[src/rtl/instr_fetch_queue_if.sv]
// Fetch-side bundle for instr_fetch_queue: redirect input, instruction
// memory request/response channel and the IF/ID valid/ready output.
interface instr_fetch_queue_if;
  logic        redirect;
  logic [31:0] redirect_pc;
  logic        imem_req;
  logic [31:0] imem_addr;
  logic        imem_ack;
  logic        imem_resp_valid;
  logic [31:0] imem_resp_data;
  logic        out_valid;
  logic        out_ready;
  logic [31:0] out_instruction;
  logic [31:0] out_pc;
  logic [31:0] out_pc_add_result;
  logic        queue_full;
  logic        resp_error;

  modport master (
    input  redirect, redirect_pc, imem_ack, imem_resp_valid, imem_resp_data, out_ready,
    output imem_req, imem_addr, out_valid, out_instruction, out_pc, out_pc_add_result,
           queue_full, resp_error
  );

  modport slave (
    output redirect, redirect_pc, imem_ack, imem_resp_valid, imem_resp_data, out_ready,
    input  imem_req, imem_addr, out_valid, out_instruction, out_pc, out_pc_add_result,
           queue_full, resp_error
  );
endinterface

[src/rtl/instr_fetch_queue.sv]
// Instruction fetch queue: issues sequential word fetches to a variable-latency
// memory, keeps returned words in an in-order circular queue and hands them to
// IF/ID. A redirect flushes the queue and discards responses still in flight.
module instr_fetch_queue #(
  parameter int          DEPTH    = 4,
  parameter logic [31:0] RESET_PC = 32'h0000_0000
) (
  input logic                 clk,
  input logic                 rst_n,
  instr_fetch_queue_if.master bus
);
  localparam int PW = (DEPTH > 1) ? $clog2(DEPTH) : 1;
  localparam int CW = PW + 1;
  localparam logic [CW-1:0] DEPTH_C = CW'(DEPTH);
  localparam logic [CW:0]   DEPTH_W = (CW + 1)'(DEPTH);

  logic [31:0]   fetch_pc_reg;
  logic [PW-1:0] head_ptr_reg;
  // issue/fill pointers carry a wrap bit so their difference counts 0..DEPTH
  logic [CW-1:0] issue_ptr_reg;
  logic [CW-1:0] fill_ptr_reg;
  logic [CW-1:0] used_cnt_reg;
  logic [CW-1:0] discard_cnt_reg;
  logic          resp_error_reg;

  logic [31:0]      slot_pc   [DEPTH];
  logic [31:0]      slot_pc4  [DEPTH];
  logic [31:0]      slot_data [DEPTH];
  logic [DEPTH-1:0] slot_filled;
  logic [DEPTH-1:0] slot_issue_we;
  logic [DEPTH-1:0] slot_fill_we;

  logic [PW-1:0] issue_idx;
  logic [PW-1:0] fill_idx;
  logic [CW-1:0] pending_cnt;
  logic [CW:0]   busy_sum;
  logic [CW:0]   discard_sum;
  logic          issue_fire;
  logic          pop_fire;
  logic          out_valid_int;
  logic          resp_to_discard;
  logic          resp_to_slot;
  logic          unused_redirect_bits;

  assign issue_idx   = issue_ptr_reg[PW-1:0];
  assign fill_idx    = fill_ptr_reg[PW-1:0];
  assign pending_cnt = issue_ptr_reg - fill_ptr_reg;
  assign busy_sum    = {1'b0, used_cnt_reg} + {1'b0, discard_cnt_reg};
  // squashed responses after a redirect: older discards plus every slot still waiting
  assign discard_sum = {1'b0, discard_cnt_reg} + {1'b0, pending_cnt};

  // rst_n gating keeps the request low for the whole time reset is held
  assign bus.imem_req  = rst_n & (busy_sum < DEPTH_W) & ~bus.redirect;
  assign bus.imem_addr = fetch_pc_reg;
  assign issue_fire    = bus.imem_req & bus.imem_ack;

  assign resp_to_discard = bus.imem_resp_valid & (discard_cnt_reg != '0);
  assign resp_to_slot    = bus.imem_resp_valid & (discard_cnt_reg == '0) &
                           (pending_cnt != '0) & ~bus.redirect;

  assign out_valid_int         = slot_filled[head_ptr_reg] & (used_cnt_reg != '0) & ~bus.redirect;
  assign pop_fire              = out_valid_int & bus.out_ready;
  assign bus.out_valid         = out_valid_int;
  assign bus.out_instruction   = slot_data[head_ptr_reg];
  assign bus.out_pc            = slot_pc[head_ptr_reg];
  assign bus.out_pc_add_result = slot_pc4[head_ptr_reg];
  assign bus.queue_full        = (used_cnt_reg == DEPTH_C);
  assign bus.resp_error        = resp_error_reg;

  assign unused_redirect_bits = ^bus.redirect_pc[1:0];

  genvar gi;
  generate
    for (gi = 0; gi < DEPTH; gi++) begin : g_slot
      logic [31:0] pc_reg;
      logic [31:0] pc4_reg;
      logic [31:0] data_reg;
      logic        filled_reg;

      assign slot_issue_we[gi] = issue_fire & (issue_idx == PW'(gi));
      assign slot_fill_we[gi]  = resp_to_slot & (fill_idx == PW'(gi));
      assign slot_pc[gi]       = pc_reg;
      assign slot_pc4[gi]      = pc4_reg;
      assign slot_data[gi]     = data_reg;
      assign slot_filled[gi]   = filled_reg;

      // Slot capture: address on reservation, word on fill; redirect drops the filled mark.
      always_ff @(posedge clk or negedge rst_n) begin
        if (!rst_n) begin
          pc_reg     <= '0;
          pc4_reg    <= '0;
          data_reg   <= '0;
          filled_reg <= 1'b0;
        end else begin
          if (slot_issue_we[gi]) begin
            pc_reg  <= fetch_pc_reg;
            pc4_reg <= fetch_pc_reg + 32'd4;
          end
          if (slot_fill_we[gi]) begin
            data_reg <= bus.imem_resp_data;
          end
          if (bus.redirect || slot_issue_we[gi]) begin
            filled_reg <= 1'b0;
          end else if (slot_fill_we[gi]) begin
            filled_reg <= 1'b1;
          end
        end
      end
    end
  endgenerate

  // Fetch PC, queue pointers, occupancy/discard counters and the sticky error flag.
  always_ff @(posedge clk or negedge rst_n) begin
    if (!rst_n) begin
      fetch_pc_reg    <= RESET_PC;
      head_ptr_reg    <= '0;
      issue_ptr_reg   <= '0;
      fill_ptr_reg    <= '0;
      used_cnt_reg    <= '0;
      discard_cnt_reg <= '0;
      resp_error_reg  <= 1'b0;
    end else if (bus.redirect) begin
      fetch_pc_reg  <= {bus.redirect_pc[31:2], 2'b00};
      head_ptr_reg  <= '0;
      issue_ptr_reg <= '0;
      fill_ptr_reg  <= '0;
      used_cnt_reg  <= '0;
      if (!bus.imem_resp_valid) begin
        discard_cnt_reg <= discard_sum[CW-1:0];
      end else if (discard_sum != '0) begin
        // the response arriving now is one of the squashed ones
        discard_cnt_reg <= discard_sum[CW-1:0] - CW'(1);
      end else begin
        resp_error_reg <= 1'b1;
      end
    end else begin
      if (issue_fire) begin
        issue_ptr_reg <= issue_ptr_reg + CW'(1);
        fetch_pc_reg  <= fetch_pc_reg + 32'd4;
      end
      if (resp_to_discard) begin
        discard_cnt_reg <= discard_cnt_reg - CW'(1);
      end
      if (resp_to_slot) begin
        fill_ptr_reg <= fill_ptr_reg + CW'(1);
      end
      if (bus.imem_resp_valid && !resp_to_discard && !resp_to_slot) begin
        resp_error_reg <= 1'b1;
      end
      if (pop_fire) begin
        head_ptr_reg <= head_ptr_reg + PW'(1);
      end
      if (issue_fire && !pop_fire) begin
        used_cnt_reg <= used_cnt_reg + CW'(1);
      end else if (!issue_fire && pop_fire) begin
        used_cnt_reg <= used_cnt_reg - CW'(1);
      end
    end
  end
endmodule

[src/flat_wrapper.sv]
// flat-port wrapper written by rule: the top's interface ports become plain ports
module instr_fetch_queue_flat 
#(
  parameter int          DEPTH    = 4,
  parameter logic [31:0] RESET_PC = 32'h0000_0000
)
  (clk, rst_n, bus_redirect, bus_redirect_pc, bus_imem_ack, bus_imem_resp_valid, bus_imem_resp_data, bus_out_ready, bus_imem_req, bus_imem_addr, bus_out_valid, bus_out_instruction, bus_out_pc, bus_out_pc_add_result, bus_queue_full, bus_resp_error);
  instr_fetch_queue_if bus_i ();
  input logic clk;
  input logic rst_n;
  input wire logic [$bits(bus_i.redirect)-1:0] bus_redirect;
  input wire logic [$bits(bus_i.redirect_pc)-1:0] bus_redirect_pc;
  input wire logic [$bits(bus_i.imem_ack)-1:0] bus_imem_ack;
  input wire logic [$bits(bus_i.imem_resp_valid)-1:0] bus_imem_resp_valid;
  input wire logic [$bits(bus_i.imem_resp_data)-1:0] bus_imem_resp_data;
  input wire logic [$bits(bus_i.out_ready)-1:0] bus_out_ready;
  output wire logic [$bits(bus_i.imem_req)-1:0] bus_imem_req;
  output wire logic [$bits(bus_i.imem_addr)-1:0] bus_imem_addr;
  output wire logic [$bits(bus_i.out_valid)-1:0] bus_out_valid;
  output wire logic [$bits(bus_i.out_instruction)-1:0] bus_out_instruction;
  output wire logic [$bits(bus_i.out_pc)-1:0] bus_out_pc;
  output wire logic [$bits(bus_i.out_pc_add_result)-1:0] bus_out_pc_add_result;
  output wire logic [$bits(bus_i.queue_full)-1:0] bus_queue_full;
  output wire logic [$bits(bus_i.resp_error)-1:0] bus_resp_error;
  assign bus_i.redirect = bus_redirect;
  assign bus_i.redirect_pc = bus_redirect_pc;
  assign bus_i.imem_ack = bus_imem_ack;
  assign bus_i.imem_resp_valid = bus_imem_resp_valid;
  assign bus_i.imem_resp_data = bus_imem_resp_data;
  assign bus_i.out_ready = bus_out_ready;
  assign bus_imem_req = bus_i.imem_req;
  assign bus_imem_addr = bus_i.imem_addr;
  assign bus_out_valid = bus_i.out_valid;
  assign bus_out_instruction = bus_i.out_instruction;
  assign bus_out_pc = bus_i.out_pc;
  assign bus_out_pc_add_result = bus_i.out_pc_add_result;
  assign bus_queue_full = bus_i.queue_full;
  assign bus_resp_error = bus_i.resp_error;
  instr_fetch_queue #(.DEPTH(DEPTH), .RESET_PC(RESET_PC)) u_core (.clk(clk), .rst_n(rst_n), .bus(bus_i));
endmodule
[config.mk]
export PLATFORM = sky130hd
export DESIGN_NAME = instr_fetch_queue_flat
export DESIGN_NICKNAME = d
export VERILOG_FILES = /design/src/rtl/instr_fetch_queue_if.sv /design/src/rtl/instr_fetch_queue.sv /design/src/flat_wrapper.sv
export SDC_FILE = /design/constraint.sdc
export NUM_CORES = 1
export LEC_CHECK = 0
export CORE_MARGIN = 2
export CORE_UTILIZATION = 45
export DETAILED_ROUTE_END_ITERATION = 7
export PLACE_DENSITY = 0.69
export SLEW_MARGIN = 20
export SYNTH_ARGS = -nofsm -noshare
export SYNTH_HDL_FRONTEND = slang
export SYNTH_SLANG_ARGS = --single-unit
[constraint.sdc]
create_clock -name clk -period 3.3 [get_ports clk]
set_input_delay 0.66 -clock clk [delete_from_list [all_inputs] [get_ports clk]]
set_output_delay 0.66 -clock clk [all_outputs]
set_load 0.005 [all_outputs]
==> results.cfg <==
[status]
outcome = completed

[pwr]
clkPwrFrac_pct = 33.1
seqPwrFrac_pct = 42.2
netSwitchingFraction_pct = 27.4
p_int_mw = 11.8
peakVddDrop_v = 0.000395
p_switching_mw = 4.45
power_leakage_nw = 10.9
p_per_area_nw_per_um2 = 688
power_mw = 16.2
combPwrFrac_pct = 24.7

[sta]
final_hold_viol_count = 0
min_period_ns = 3.22
finalSetupViolations = 0
setup_tns_ns = 0
drv_slew = 0
slew_headroom_pct = 28.5
worst_pin_slew_ns = 1.07
rsz0062_at_grt = yes
skew_ns = 0.0251
fmax_mhz = 310
fin_crit_sh_pct = 97.7

[min_path]
min_path_cells = 2
hp-start = u_core.g_slot[3].pc_reg[7]
min_to = u_core.g_slot[3].pc_reg[7]
hp-class = reg -> reg

[floorplan]
die_w_microns = 213
start_util_pct = 45.6
coreArea_sq_um = 43200
die_h_microns = 213
ios = 202
rows = 76
fp.dieArea_sq_um = 45400

[route]
post_drt_via_cell_ratio = 5.49
ant_nets = 0
vias = 12900
wl_per_cell_microns = 20.9
wl_mm = 48.9
firstDrtPassIters = 4
remaining_drc_errors = 0
drtIter0Drc = 885

[setup_path]
end_kind = output pin
r2r-end = u_core.discard_cnt_reg[2]
cp_num_cells = 3
required_ns = 2.64
rr_startpoint = u_core.issue_ptr_reg[0]
crit_family = buffers and inverters
slowest_delay_ns = 0.57
path_buf_inv = 2
path_cells = buf_12 > mux4_2 > clkdlybuf4s50_1
slowest_stage = mux4_2
worstPathArrival_ns = 2.56
path_max_fanout = 45
start_kind = register
rr_worst_depth = 13
ff2ff_setup_slack_ns = 0.23
critical_path_class = reg -> out

[logic_synthesis]
yosys-top-cells-count = dfrtp_1, nand2_1, o21ai_0, mux2_4, mux4_2
synthCells = 1569
yosysSeqAreaShare_pct = 53.0
synth_edf_count = 0
ys_top_cells_by_area = dfrtp_1, mux4_2, mux2_4
ys_types = 52
synth.most_common_cell = dfrtp_1
synthArstFlopShare_pct = 100
synth_top_area_cell = dfrtp_1
synth_flop_cell = dfrtp_1
syn-cell-area_sq_um = 19700
syn_avg_cell_area_sq_um = 12.5
ys_ff_latch = 417
ys_warn_count = 0
synth_top_cell_area_share_pct = 53.0

[placed_design]
hpwl_mm = 30.4
io_buffers = 193
place_congestion = 0.784

[global_routing]
met1_usage_pct = 30.2
grt_start_max_net_pins = 93
gr-max-usage-layer = met2
grt_antenna_before_repair = 6
grt_overflow = 0
grt_pass1_vias = 13500
track_usage_pct = 22.2
use_met3_pct = 5.38
grt_util_met2_pct = 35.4
grt_pass1_wl_mm = 77.5

[cts]
path_clk_slew_ns = 0.06
clk_latency_ns = 0.59
clock_sinks = 417
clockBufferDepth = 3
cts-root-buf = clkbuf_16
htree_levels = 2
cts_buffers = 45
cts_tree = done
cts_setup_buffers = 0

[job]
cap_violations = 0

[final_layout]
fin_nets = 1813
multi_input_area_sq_um = 8460
seq_area_sq_um = 10400
drive_gt1_share_pct = 22.9
largest_register_ffs = 128
nFillCells = 3650
syn2layout_area_growth_pct = 19.9
[worst max path at each step]
stage	startpoint	endpoint	slack, ns
after global routing	u_core.head_ptr_reg[0]	bus_out_pc[20]	-0.02
final	u_core.head_ptr_reg[0]	bus_out_pc[7]	0.08
after detailed placement	u_core.issue_ptr_reg[0]	u_core.discard_cnt_reg[2]	0.02
after floorplan	u_core.issue_ptr_reg[0]	u_core.discard_cnt_reg[2]	0.13
after global placement	u_core.issue_ptr_reg[0]	u_core.discard_cnt_reg[2]	0.08
after CTS	u_core.issue_ptr_reg[0]	u_core.discard_cnt_reg[2]	0.03
[layout make-up]
cell class	count	area share, %
antenna	1	0.0106
inverter	27	0.429
multi-input combinational	1003	35.8
timing repair buffer	228	9.62
tap	585	3.10
sequential	417	44.2
clock inverter	23	1.36
clock buffer	60	5.39
[per-stage QoR]
step	util [%]	setup WS, ns	instance area [sq um]	hold WS (ns)	instances
6_report	54.7	0.0753	23600	0.470	2344
5_1_grt	54.7	-0.0220	23600	0.488	2343
4_1_cts	54.6	0.0274	23600	0.472	2343
3_5_place_dp	50.9	0.0160	22000	0.457	2259
3_3_place_gp	50.9	0.0821	22000	0.453	2259
2_1_floorplan	-	0.126	19700	0.364	1574
[worst reg2reg max path: stages, from the launching register on]
cell,delay (ns)
dfrtp_2,0.44
inv_2,0.08
ha_1,0.14
inv_1,0.05
fa_1,0.36
xor3_2,0.47
inv_1,0.06
ha_1,0.29
xnor2_1,0.36
a2111oi_4,0.08
buf_4,0.16
nor2_1,0.26
a32oi_1,0.15
nand3_1,0.12
[routing by layer]
layer  vias to the layer above  wire (microns)  part of all wire [%]
met3                        71            3270                   6.7
li1                       5798               -                     -
met2                       334           23000                    47
met5                         -              68                  0.14
met1                      6661           21500                    44
met4                        10            1070                   2.2
[logic make-up after synthesis]
kind of cell | count (synthesis) | share of synthesized area (%)
and+or+nand+nor | 443 | 9.81
buffers and inverters | 154 | 4.32
xor gates and xnor gates | 36 | 1.68
DFF | 417 | 53.0
adders and majority gates | 21 | 1.45
other | 1 | 0.0191
muxes | 274 | 23.3
AOI/OAI and AO/OA | 223 | 6.44
[power groups by stage]
stage	sequential, mW	combinational [mW]	clock (mW)
after floorplan	6.65	2.19	0
after global placement	6.85	3.93	0
after detailed placement	6.92	4.02	0
after CTS	6.84	4.06	5.50
after global routing	6.98	4.39	5.70
final	6.85	4.01	5.38
[layout by cell type (no fill, tap or decap), types with 8 or more instances in the layout]
cell,n
mux2_4,117
ha_1,18
clkbuf_8,9
nand3_1,21
a21oi_1,17
inv_1,25
o21ai_0,160
or3_1,9
clkbuf_16,45
mux2_2,59
nand4_1,18
clkinv_2,12
and3_1,10
o211ai_1,8
nor2_1,25
mux4_2,94
a22oi_1,10
buf_4,28
dfrtp_1,414
xnor2_1,15
xor2_1,20
clkdlybuf4s50_1,191
nand2_1,327
[repair_timing]
item,CTS,global route
pin swaps,0,2
endpoints found under the hold margin,31,0
gates resized for setup,2,4
hold buffers,1,0
endpoints found under the setup margin,1,5
No activity file was read; power rests on OpenSTA's default activity.
==> variant, RTL diff (same settings) <==
`DEPTH` is set to 4 in 2 places; all go to 2.
--- a/src/rtl/instr_fetch_queue.sv
+++ b/src/rtl/instr_fetch_queue.sv
@@ -2,7 +2,7 @@
 // memory, keeps returned words in an in-order circular queue and hands them to
 // IF/ID. A redirect flushes the queue and discards responses still in flight.
 module instr_fetch_queue #(
-  parameter int          DEPTH    = 4,
+  parameter int          DEPTH    = 2,
   parameter logic [31:0] RESET_PC = 32'h0000_0000
 ) (
   input logic                 clk,
--- a/src/flat_wrapper.sv
+++ b/src/flat_wrapper.sv
@@ -1,7 +1,7 @@
 // flat-port wrapper written by rule: the top's interface ports become plain ports
 module instr_fetch_queue_flat 
 #(
-  parameter int          DEPTH    = 4,
+  parameter int          DEPTH    = 2,
   parameter logic [31:0] RESET_PC = 32'h0000_0000
 )
   (clk, rst_n, bus_redirect, bus_redirect_pc, bus_imem_ack, bus_imem_resp_valid, bus_imem_resp_data, bus_out_ready, bus_imem_req, bus_imem_addr, bus_out_valid, bus_out_instruction, bus_out_pc, bus_out_pc_add_result, bus_queue_full, bus_resp_error);
Formal check against the unedited RTL: not equivalent (Yosys sat finds a counterexample within 4 cycles, from zero or initial values and one cycle with rst_n low).
==> variant against the original RTL <==
  * Critical path depth increased by 3
  * Register-to-register slack improved by 0.14 ns
  * Sequential cell count is 191 lower
  * Synthesized cell count is 37% lower
  * Routed wire length is 48% lower
  * Synthesized area fell by 45%
  * Power down 36%
  * Cell count shrank 36%
  * Hold slack got worse by 0.44 ns
  * Combinational power is 17% lower
  * Cell area is 41% lower
  * Worst setup slack better by 0.047 ns
==> variant: results (changes against the original RTL) <==
Buffering overhead: 15.30% (+5.7 points)
Type of the worst min-delay path: in2async
Post-synth cell types: 48 (-7.7%)
CP max stage delay: 0.51 ns (-0.06 ns)
Synth top area cells: dfrtp_1, mux2_2, nand2_1
CP startpoint: u_core.used_cnt_reg[0]
Switching portion of total power: 27.34% (-0.037 points)
RePlAce Congestion: 0.7688 (-2.0%)
Htree depth: 1 (-1)
Worst slew pin tran: 1.054 ns (-0.01836 ns)
Multi-input combinational area share: 34.45% (-1.4 points)
Compound-Gate Fraction of Synth Area: 5.314% (-1.1 points)
Vias in the first global route: 7,840 (-42%)
Clock-net power: 2.91 mW (-46%)
Top cells by count, synth: dfrtp_1, nand2_1, mux2_2, o21ai_0, xnor2_1
Slowest cell on crit path: clkdlybuf4s50_1
Storage cell area: 5659 um2 (-46%)
Largest net degree at the start of global routing: 94 (+1.1%)
Non-Clock Inverter Count: 11 (-59%)
Reg2Reg Depth: 9 (-4)
Xor/xnor cell area share of the yosys netlist: 5.233% (+3.5 points)
Final Non-Filler Cells: 1,492 (-36%)
Worst hold slack: 0.02751 ns (-0.4421 ns)
Clk_lat worst skew: 0.51 ns (-0.08 ns)
Drt initial violations: 468 (-47%)
Placed instance count: 1,443 (-36%)
Outcome: finished, final reports clean
# Taps: 319 (-45%)
Sink Count: 226 (-46%)
DP HPWL: 16,940 um (-44%)
Non-CTS buffers: 212 (-7.0%)
Pre-CTS setup slack: 0.4398 ns (+0.4238 ns)
Critical path endpoint: bus_imem_req
Post-synthesis mux area share: 19.71% (-3.6 points)
Cells after Synth: 987 (-37%)
Final net count: 1,229 (-32%)
1st-pass router iterations: 5 (+1)
CTS resizes: 0 (-2)
Filler cell count: 1,999 (-45%)
Post-synthesis adder-cell area fraction: 0.9472% (-0.50 points)
Initial antenna violation count: 2 (-4)
Final wirelength: 25,610 um (-48%)
Number of flip-flops in the largest register: 64 (-50%)
Clock share of power: 27.9% (-5.2 points)
Cell area after layout: 13,910 um2 (-41%)
Clock Skews: 0.01190 ns (-0.01320 ns)
VDD IR max: 0.4333 mV (+9.6%)
Via density: 5.058 (-7.9%)
Arrival time at the worst endpoint: 2.52 ns (-0.04 ns)
Fraction of layout cells with a size suffix above 1: 22.03% (-0.89 points)
P_seq: 4.24 mW (-38%)
Reg2reg end: u_core.g_slot[1].pc4_reg[15]
Placed Area: 13,020 um2 (-41%)
Clk_buf instances: 43 (-28%)
## variant: cell types whose count changed in the layout (fill, tap and decap cells not counted), sizes merged, moves of 13 or more
cell    change
clkbuf     -17
a21oi      -15
ha         -13
dfrtp     -191
o21ai      -65
xnor2      +34
mux4       -94
buf        -15
nand2     -140
inv        -17
nor3       +19
## variant: layer usage
| metal | GRT usage (%) | wire length [um] |
|---|---|---|
| met1 | 26.73 | 11360 |
| met2 | 34.47 | 12510 |
| met3 | 3.673 | 1331 |
| met4 | 4.339 | 412 |
| met5 | 0 | 0 |
## variant: critical path: cells and delay by family (launching register included)
| kind | cells | cell delay (ns) |
|---|---|---|
| buf+inv | 1 | 0.51 |
| flops | 1 | 0.45 |
| simple gates | 4 | 0.55 |
| fa+ha+maj | 1 | 0.50 |
